$ cat config.mk
export PLATFORM = sky130hd
export DESIGN_NAME = div_seq
export DESIGN_NICKNAME = d
export VERILOG_FILES = /design/src/rtl/div_seq.sv
export SDC_FILE = /design/constraint.sdc
export NUM_CORES = 1
export LEC_CHECK = 0
export BUFFER_PORTS_ARGS = -buffer_cell sky130_fd_sc_hd__buf_2
export CAP_MARGIN = 20
export CORE_MARGIN = 1.5
export CORE_UTILIZATION = 45
export CTS_CLUSTER_SIZE = 25
export DETAILED_ROUTE_END_ITERATION = 7
export PLACE_DENSITY = 0.73
export SYNTH_ARGS = -nofsm -noshare
export SYNTH_HDL_FRONTEND = slang
export SYNTH_SLANG_ARGS = --single-unit
$ cat constraint.sdc
create_clock -name clock -period 3.4 [get_ports clock]
set_input_delay 0.34 -clock clock [delete_from_list [all_inputs] [get_ports clock]]
set_output_delay 0.34 -clock clock [all_outputs]
set_load 0.02 [all_outputs]
$ cat src/rtl/div_seq.sv
// Multi-cycle unsigned restoring divider. Each clock retires one quotient bit.
// Each trial subtraction is done as an add, R + ~D + 1, and its carry-out is the no-borrow flag.
//
// state | meaning
// IDLE  | waiting for start; busy=0
// RUN   | one restoring iteration per edge, WIDTH iterations in total
// DONE  | ready pulse for one cycle; results are valid
module div_seq #(
  parameter int WIDTH = 8
) (
  input  logic             clock,
  input  logic             reset,
  input  logic             start,
  input  logic [WIDTH-1:0] dividend,
  input  logic [WIDTH-1:0] divisor,
  output logic [WIDTH-1:0] quotient,
  output logic [WIDTH-1:0] remainder,
  output logic             ready,
  output logic             busy,
  output logic             div_by_zero
);

  localparam int CW = $clog2(WIDTH + 1);

  typedef enum logic [1:0] {IDLE, RUN, DONE} state_t;

  state_t           state;
  logic [WIDTH:0]   r;
  logic [WIDTH-1:0] q;
  logic [WIDTH-1:0] d;
  logic [CW-1:0]    count;

  logic [WIDTH:0]   r_sh;
  logic [WIDTH+1:0] sum;
  logic             no_borrow;
  logic [WIDTH:0]   r_next;
  logic [WIDTH-1:0] q_next;

  always_comb begin
    r_sh      = {r[WIDTH-1:0], q[WIDTH-1]};
    sum       = {1'b0, r_sh} + {1'b0, ~{1'b0, d}} + {{(WIDTH+1){1'b0}}, 1'b1};
    // r[WIDTH] is zero whenever the partial remainder has been restored below D.
    // If it were ever set, the shifted value would exceed D, so it forces no-borrow.
    no_borrow = sum[WIDTH+1] | r[WIDTH];
    r_next    = no_borrow ? sum[WIDTH:0] : r_sh;
    q_next    = {q[WIDTH-2:0], no_borrow};
  end

  always_ff @(posedge clock or posedge reset) begin
    if (reset) begin
      state       <= IDLE;
      r           <= '0;
      q           <= '0;
      d           <= '0;
      count       <= '0;
      quotient    <= '0;
      remainder   <= '0;
      ready       <= 1'b0;
      busy        <= 1'b0;
      div_by_zero <= 1'b0;
    end else begin
      case (state)
        IDLE: begin
          ready <= 1'b0;
          if (start) begin
            busy <= 1'b1;
            if (divisor == '0) begin
              quotient    <= '1;
              remainder   <= dividend;
              div_by_zero <= 1'b1;
              ready       <= 1'b1;
              state       <= DONE;
            end else begin
              d           <= divisor;
              q           <= dividend;
              r           <= '0;
              count       <= '0;
              div_by_zero <= 1'b0;
              state       <= RUN;
            end
          end
        end
        RUN: begin
          r     <= r_next;
          q     <= q_next;
          count <= count + 1'b1;
          if (count == CW'(WIDTH - 1)) begin
            // Results are registered on the final iteration, so they are valid in the same cycle as ready.
            quotient  <= q_next;
            remainder <= r_next[WIDTH-1:0];
            ready     <= 1'b1;
            state     <= DONE;
          end
        end
        DONE: begin
          ready <= 1'b0;
          busy  <= 1'b0;
          state <= IDLE;
        end
        default: begin
          ready <= 1'b0;
          busy  <= 1'b0;
          state <= IDLE;
        end
      endcase
    end
  end

endmodule

==> flow_metrics.env, run 1 <==
export IMPL_status="complete, no violations"
export IMPL_slew_headroom_pct=37.1
export IMPL_hold_viol_final=0
export IMPL_dpl_hpwl_um=4550
export IMPL_post_route_period_util_pct=70.6
export IMPL_grt_pass1_wl_um=9960
export IMPL_drv_cap=0
export IMPL_worstMarginPinSlew_ns=0.944
export IMPL_fin_setup_tns_ns=0
export IMPL_critical_path_class="flop to flop"
export IMPL_critPathMaxFanout=9
export IMPL_die_x_um=81.9
export IMPL_drc=0
export IMPL_htreeDepth=2
export IMPL_post_cts_buffers=0
export IMPL_dp_cells=401
export IMPL_synth_top_flop_cell="dfrtp_1"
export IMPL_avgViaCountPerCell=5.56
export IMPL_layout_drive_gt1_share_pct=19.4
export IMPL_skew_ns=0.00755
export IMPL_grt_max_degree=51
export IMPL_syn_avg_cell_area_um2=9.30
export IMPL_nets=364
export IMPL_synth_distinct_cells=49
export IMPL_syn_cell_area_um2=2800
export IMPL_n_fill_cell=570
export IMPL_place_congestion=0.837
export IMPL_antenna_found_initial=0
export IMPL_grt_use_total_pct=19.6
export IMPL_grt_pass1_vias=2041
export IMPL_ys_warn_count=0
export IMPL_io_buffers=37
export IMPL_fin_crit_ns=2.40
export IMPL_fmax_ghz=0.417
export IMPL_grt_ovfl_total=0
export IMPL_utilization_pct=52.1
export IMPL_layout_common_cells="50 x dfrtp_1, 39 x nor2_1, 39 x nand2_1, 37 x buf_2, 19 x o21ai_0"
export IMPL_leakage_uw=0.00138
export IMPL_wl_per_cell_um=15.3
export IMPL_synth_edf_count=0
export IMPL_dieArea_um2=6710
export IMPL_antenna_cells=0
export IMPL_whs_ns=0.258
export IMPL_drt_first_iter_violations=161
export IMPL_final_common_cell="dfrtp_1"
export IMPL_ys_seq_elements=50
export IMPL_cts_root_buf="clkbuf_8"
export IMPL_hold_class="input pin to flop"
export IMPL_cts_sinks=50
export IMPL_synth_nets=330
export IMPL_netlist_instances=301
export IMPL_wl_um=6280
export IMPL_cp_arrival_ns=2.54
export IMPL_die_h_um=81.9
export IMPL_firstDrtPassIters=4
export IMPL_async_reset_ff_share_pct=100
export IMPL_critPathLaunchType="flop"
export IMPL_setup_violations=0
export IMPL_cts_tree="yes"
export IMPL_area_growth_pct=10.9
export IMPL_initial_core_util_pct=47.0
export IMPL_seq_area_frac_synth_pct=44.7
export IMPL_clk_latency_ns=0.30
export IMPL_rsz0062_at_grt="no"
export IMPL_cts_clk_slew_worst_paths_ns=0.09
export IMPL_numCtsBuffers=5
export IMPL_ir_worst_vdd_v=0.000389
export IMPL_clk_path_buf_depth=2
export IMPL_cp_end_kind="flop"
export IMPL_rows=28
export IMPL_vias=2278
export IMPL_ios=38
export IMPL_required_ns=3.54
export IMPL_fin_cells=410
export IMPL_p_per_area_nw_per_um2=1090
export IMPL_drv_slew=0
export IMPL_antenna_left=0
export IMPL_core_um2=5960
==> state kept, by name, summed over array words and instances, names as in the netlist, 2 cells and up <==
| name | count |
|---|---|
| count | 4 |
| quotient | 8 |
| d | 8 |
| r | 9 |
| remainder | 8 |
| q | 8 |
| state | 2 |
==> power breakdown <==
group / switching (uW) / internal, uW / total (uW)
Sequential: 209 / 884 / 1090
Combinational: 1230 / 747 / 1980
Clock: 186 / 141 / 328
Total: 1630 / 1770 / 3400
==> cell usage after synthesis, drive strengths merged, types with 2 or more instances <==
library cell | n | area [um^2]
a211oi | 4 | 30.0
a21o | 6 | 45.0
a21oi | 21 | 135
a31oi | 11 | 90.1
a32oi | 2 | 17.5
and2 | 8 | 50.1
and3b | 2 | 17.5
buf | 7 | 77.6
clkbuf | 8 | 30.0
dfrtp | 50 | 1250
ha | 9 | 113
inv | 14 | 52.6
mux2i | 3 | 30.0
nand2 | 40 | 158
nand2b | 3 | 18.8
nand3 | 9 | 45.0
nand4 | 4 | 25.0
nor2 | 39 | 146
nor2b | 2 | 12.5
nor3 | 3 | 15.0
o2111a | 2 | 22.5
o2111ai | 4 | 35.0
o211ai | 4 | 35.0
o21ai | 20 | 100
o311ai | 2 | 17.5
o31ai | 4 | 30.0
or4 | 4 | 37.5
xor2 | 4 | 35.0
==> critical path, cell delays in order, from the launching register on <==
cell and delay (ns):
dfrtp_1 0.43, ha_1 0.39, a21o_1 0.22, a2111o_1 0.56, nor2_1 0.45, o311ai_0 0.20
==> layout make-up <==
| class | instances | area (um^2) | area share (%) |
|---|---|---|---|
| multi-input combinational | 222 | 1390 | 44.7 |
| sequential | 50 | 1250 | 40.3 |
| clock buffer | 6 | 72.6 | 2.34 |
| inverter | 14 | 52.6 | 1.69 |
| tap | 75 | 93.8 | 3.02 |
| timing repair buffer | 42 | 238 | 7.66 |
| clock inverter | 1 | 7.51 | 0.242 |
==> metrics by stage <==
| step | setup slack [ns] | total power (uW) | area (um^2) |
|---|---|---|---|
| after floorplan | 1.25 | 2590 | 2800 |
| after global placement | 1.04 | 3010 | 2990 |
| after detailed placement | 0.980 | 3070 | 2990 |
| after CTS | 1.03 | 3400 | 3070 |
| after global routing | 0.852 | 3710 | 3100 |
| final | 0.999 | 3400 | 3100 |
==> per-layer routing <==
layer | track usage (%) | wire [um] | up-vias
met5 | 0 | 0 | -
met1 | 27.0 | 2790 | 1053
met2 | 30.9 | 3000 | 68
li1 | - | - | 1146
met3 | 4.11 | 395 | 11
met4 | 5.59 | 101 | 0
==> repair_timing <==
item,in CTS,in global routing
endpoints found under the hold margin,0,5
gates resized for setup,0,0
hold buffers,0,1
==> logic make-up (layout without fill, tap and decap cells) <==
logic type               count (synthesis)  count (layout)  share of synthesized area (%)
flip-flops                              50              50                           44.7
AND/OR/NAND/NOR                        116             116                           19.3
XOR/XNOR                                 4               4                           1.25
adder cells (fa/ha/maj)                 10              10                           4.74
multiplexers                             4               4                           1.47
buffers and inverters                   29              63                           5.72
AO/OA/AOI/OAI                           88              88                           22.9
==> final timing paths <==
check | slack, ns | startpoint | cells past startpoint | end
max reg2reg | 1.0 | r[5]$_DFFE_PP0P_ | 5 | r[2]$_DFFE_PP0P_
min in group asynchronous | 0.46 | reset | 3 | count[0]$_DFFE_PP0P_
min reg2reg | 0.51 | div_by_zero$_DFFE_PP0P_ | 2 | div_by_zero$_DFFE_PP0P_
max in group asynchronous | 2.49 | reset | 4 | r[3]$_DFFE_PP0P_
max | 1.0 | r[5]$_DFFE_PP0P_ | 5 | r[2]$_DFFE_PP0P_
min | 0.26 | divisor[7] | 3 | d[7]$_DFFE_PP0P_
No activity file was read; power rests on OpenSTA's default activity.
==> run 2: changes to the inputs <==
--- a/config.mk
+++ b/config.mk
@@ -11,7 +11,7 @@
 export CORE_UTILIZATION = 45
 export CTS_CLUSTER_SIZE = 25
 export DETAILED_ROUTE_END_ITERATION = 7
-export PLACE_DENSITY = 0.73
+export PLACE_DENSITY = 0.75
 export SYNTH_ARGS = -nofsm -noshare
 export SYNTH_HDL_FRONTEND = slang
 export SYNTH_SLANG_ARGS = --single-unit
==> constraint.sdc (replaced) <==
create_clock -name clock -period 1.9 [get_ports clock]
set_input_delay 0.19 -clock clock [delete_from_list [all_inputs] [get_ports clock]]
set_output_delay 0.19 -clock clock [all_outputs]
set_load 0.02 [all_outputs]
==> run 2 against run 1 <==
  * The run now ends with negative setup slack left
  * Largest cell class unchanged
  * Total power is 130% higher
  * Clock power is 94% higher
  * Setup slack worse by 1.2 ns
  * Critical endpoint is now r[4]$_DFFE_PP0P_
  * Critical path type unchanged
==> flow_metrics.env, run 2 (same netlist as run 1, synthesis figures left out) <==
export IMPL_status="complete, but fails checks"
export IMPL_violations="negative setup slack"
export IMPL_area_growth_pct=31.0
export IMPL_grt_pass1_vias=2572
export IMPL_largest_register="r"
export IMPL_fin_crit_ns=2.08
export IMPL_slew_headroom_pct=61.3
export IMPL_antenna_left=0
export IMPL_n_fill_cell=474
export IMPL_initial_core_util_pct=47.0
export IMPL_finalPower_uw=7810
export IMPL_whs_ns=0.104
export IMPL_drt_first_iter_violations=194
export IMPL_fin_setup_tns_ns=-2.34
export IMPL_cp_slowest_cell="a2111o_1"
export IMPL_setup_violations=19
export IMPL_antenna_cells=0
export IMPL_cts_tree="yes"
export IMPL_dpl_hpwl_um=5350
export IMPL_critPathMaxFanout=5
export IMPL_wl_per_cell_um=16.4
export IMPL_dieArea_um2=6710
export IMPL_clk_latency_ns=0.30
export IMPL_htreeDepth=2
export IMPL_antenna_found_initial=0
export IMPL_drv_cap=0
export IMPL_required_ns=2.06
export IMPL_layout_common_cells="50 x dfrtp_1, 42 x buf_4, 39 x nand2_1, 38 x nor2_1, 37 x buf_2"
export IMPL_cp_arrival_ns=2.24
export IMPL_drv_slew=0
export IMPL_largest_reg_flops=9
export IMPL_drc=0
export IMPL_max_stage_delay_ns=0.52
export IMPL_ios=38
export IMPL_p_per_area_nw_per_um2=2130
export IMPL_nets=410
export IMPL_layout_drive_gt1_share_pct=35.9
export IMPL_firstDrtPassIters=4
export IMPL_rows=28
export IMPL_die_h_um=81.9
export IMPL_grt_max_degree=28
export IMPL_skew_ns=0.00634
export IMPL_critical_path_class="flop to flop"
export IMPL_worstMarginPinSlew_ns=0.579
export IMPL_die_x_um=81.9
export IMPL_wl_um=7480
export IMPL_cp_end_kind="flop"
export IMPL_dpl_cell_area_um2=3380
export IMPL_io_buffers=37
export IMPL_grt_pass1_wl_um=11900
export IMPL_cp_cell_sequence="ha_4 > a21o_1 > a2111o_1 > buf_6 > o211ai_1 > nand3_1"
export IMPL_grt_use_total_pct=23.1
export IMPL_clk_path_buf_depth=2
export IMPL_post_route_period_util_pct=110
export IMPL_critPathLaunchType="flop"
export IMPL_grt_ovfl_total=0
export IMPL_design_area_um2=3670
export IMPL_cts_root_buf="clkbuf_8"
export IMPL_avgViaCountPerCell=5.77
export IMPL_utilization_pct=61.6
export IMPL_hold_class="input pin to flop"
export IMPL_rsz0062_at_grt="yes"
export IMPL_cts_sinks=50
export IMPL_leakage_uw=0.00165
export IMPL_seq_area_um2=1250
export IMPL_fmax_ghz=0.481
export IMPL_core_um2=5960
export IMPL_multi_input_area_um2=1550
export IMPL_critPathTopFamily="compound AO/OA/AOI/OAI gates"
export IMPL_final_common_cell="dfrtp_1"
export IMPL_hold_viol_final=0
export IMPL_numCtsBuffers=5
export IMPL_ir_worst_vdd_v=0.00101
export IMPL_vias=2635
export IMPL_cts_clk_slew_worst_paths_ns=0.10
export IMPL_finalWorstSetupSlack_ns=-0.181
export IMPL_place_congestion=0.983
export IMPL_critPathBufInv=1
==> run 2: cell types whose count changed in the layout (fill, tap and decap cells not counted), moves of 2 or more <==
cell / change
ha_1: -3
o311ai_0: -2
o21ai_0: -2
buf_12: +2
buf_4: +39
o31ai_1: -3
a211oi_1: -2
ha_2: +2
o2111ai_1: -2
o31ai_2: +3
a211oi_4: +2
buf_6: +5
==> run 2: repair_timing <==
action / 4_1_cts / 5_1_grt
gates resized for setup: 17 / 16
hold endpoints to repair: 23 / 0
buffers inserted: 3 / 2
pin swaps: 15 / 15
setup endpoints to repair: 19 / 19
hold buffers: 1 / 0
==> run 2: where the power goes <==
group / switching [uW] / internal (uW) / total (uW)
combinational: 2920 / 2320 / 5240
clock: 378 / 260 / 637
sequential: 353 / 1580 / 1930
total: 3650 / 4160 / 7810
==> run 2: worst paths after layout <==
kind | to | depth (start not counted) | slack [ns] | startpoint
worst min register to register | div_by_zero$_DFFE_PP0P_ | 2 | 0.49 | div_by_zero$_DFFE_PP0P_
worst min-delay path | d[4]$_DFFE_PP0P_ | 3 | 0.10 | divisor[4]
max in group asynchronous | r[1]$_DFFE_PP0P_ | 4 | 0.87 | reset
min in group asynchronous | count[3]$_DFFE_PP0P_ | 3 | 0.49 | reset
worst max register to register | r[4]$_DFFE_PP0P_ | 6 | -0.18 | r[5]$_DFFE_PP0P_
worst max-delay path | r[4]$_DFFE_PP0P_ | 6 | -0.18 | r[5]$_DFFE_PP0P_
==> run 2: final cells by class <==
type / instances / area share [%]
multi-input cells: 222 / 42.3
flip-flops and latches: 50 / 34.1
repair buffers: 88 / 17.1
well taps: 75 / 2.56
clock buffers: 5 / 1.88
inverters: 14 / 1.43
clock inverters: 3 / 0.580
==> run 2: worst register-to-register path, delay by kind of cell (launching register included) <==
| kind | cells | cell delay [ns] |
|---|---|---|
| buffers and inverters | 1 | 0.20 |
| adders and majority gates | 1 | 0.24 |
| DFF | 1 | 0.45 |
| AOI/OAI and AO/OA | 3 | 0.91 |
| and+or+nand+nor | 1 | 0.15 |
==> run 2: per-layer routing <==
| layer | wire, um | track usage (%) | up-vias | share of wire, % |
|---|---|---|---|---|
| li1 | - | - | 1236 | - |
| met1 | 3130 | 30.0 | 1262 | 42 |
| met2 | 3710 | 39.3 | 116 | 50 |
| met3 | 462 | 4.00 | 21 | 6.2 |
| met4 | 181 | 6.61 | 0 | 2.4 |
| met5 | 0 | 0 | - | 0 |
==> run 2: through the flow <==
step | worst slack, ns | instances
after global routing | -0.207 | 457
after detailed placement | -0.168 | 443
after floorplan | -0.0445 | 301
after CTS | -0.125 | 455
after global placement | -0.160 | 443
final | -0.181 | 457
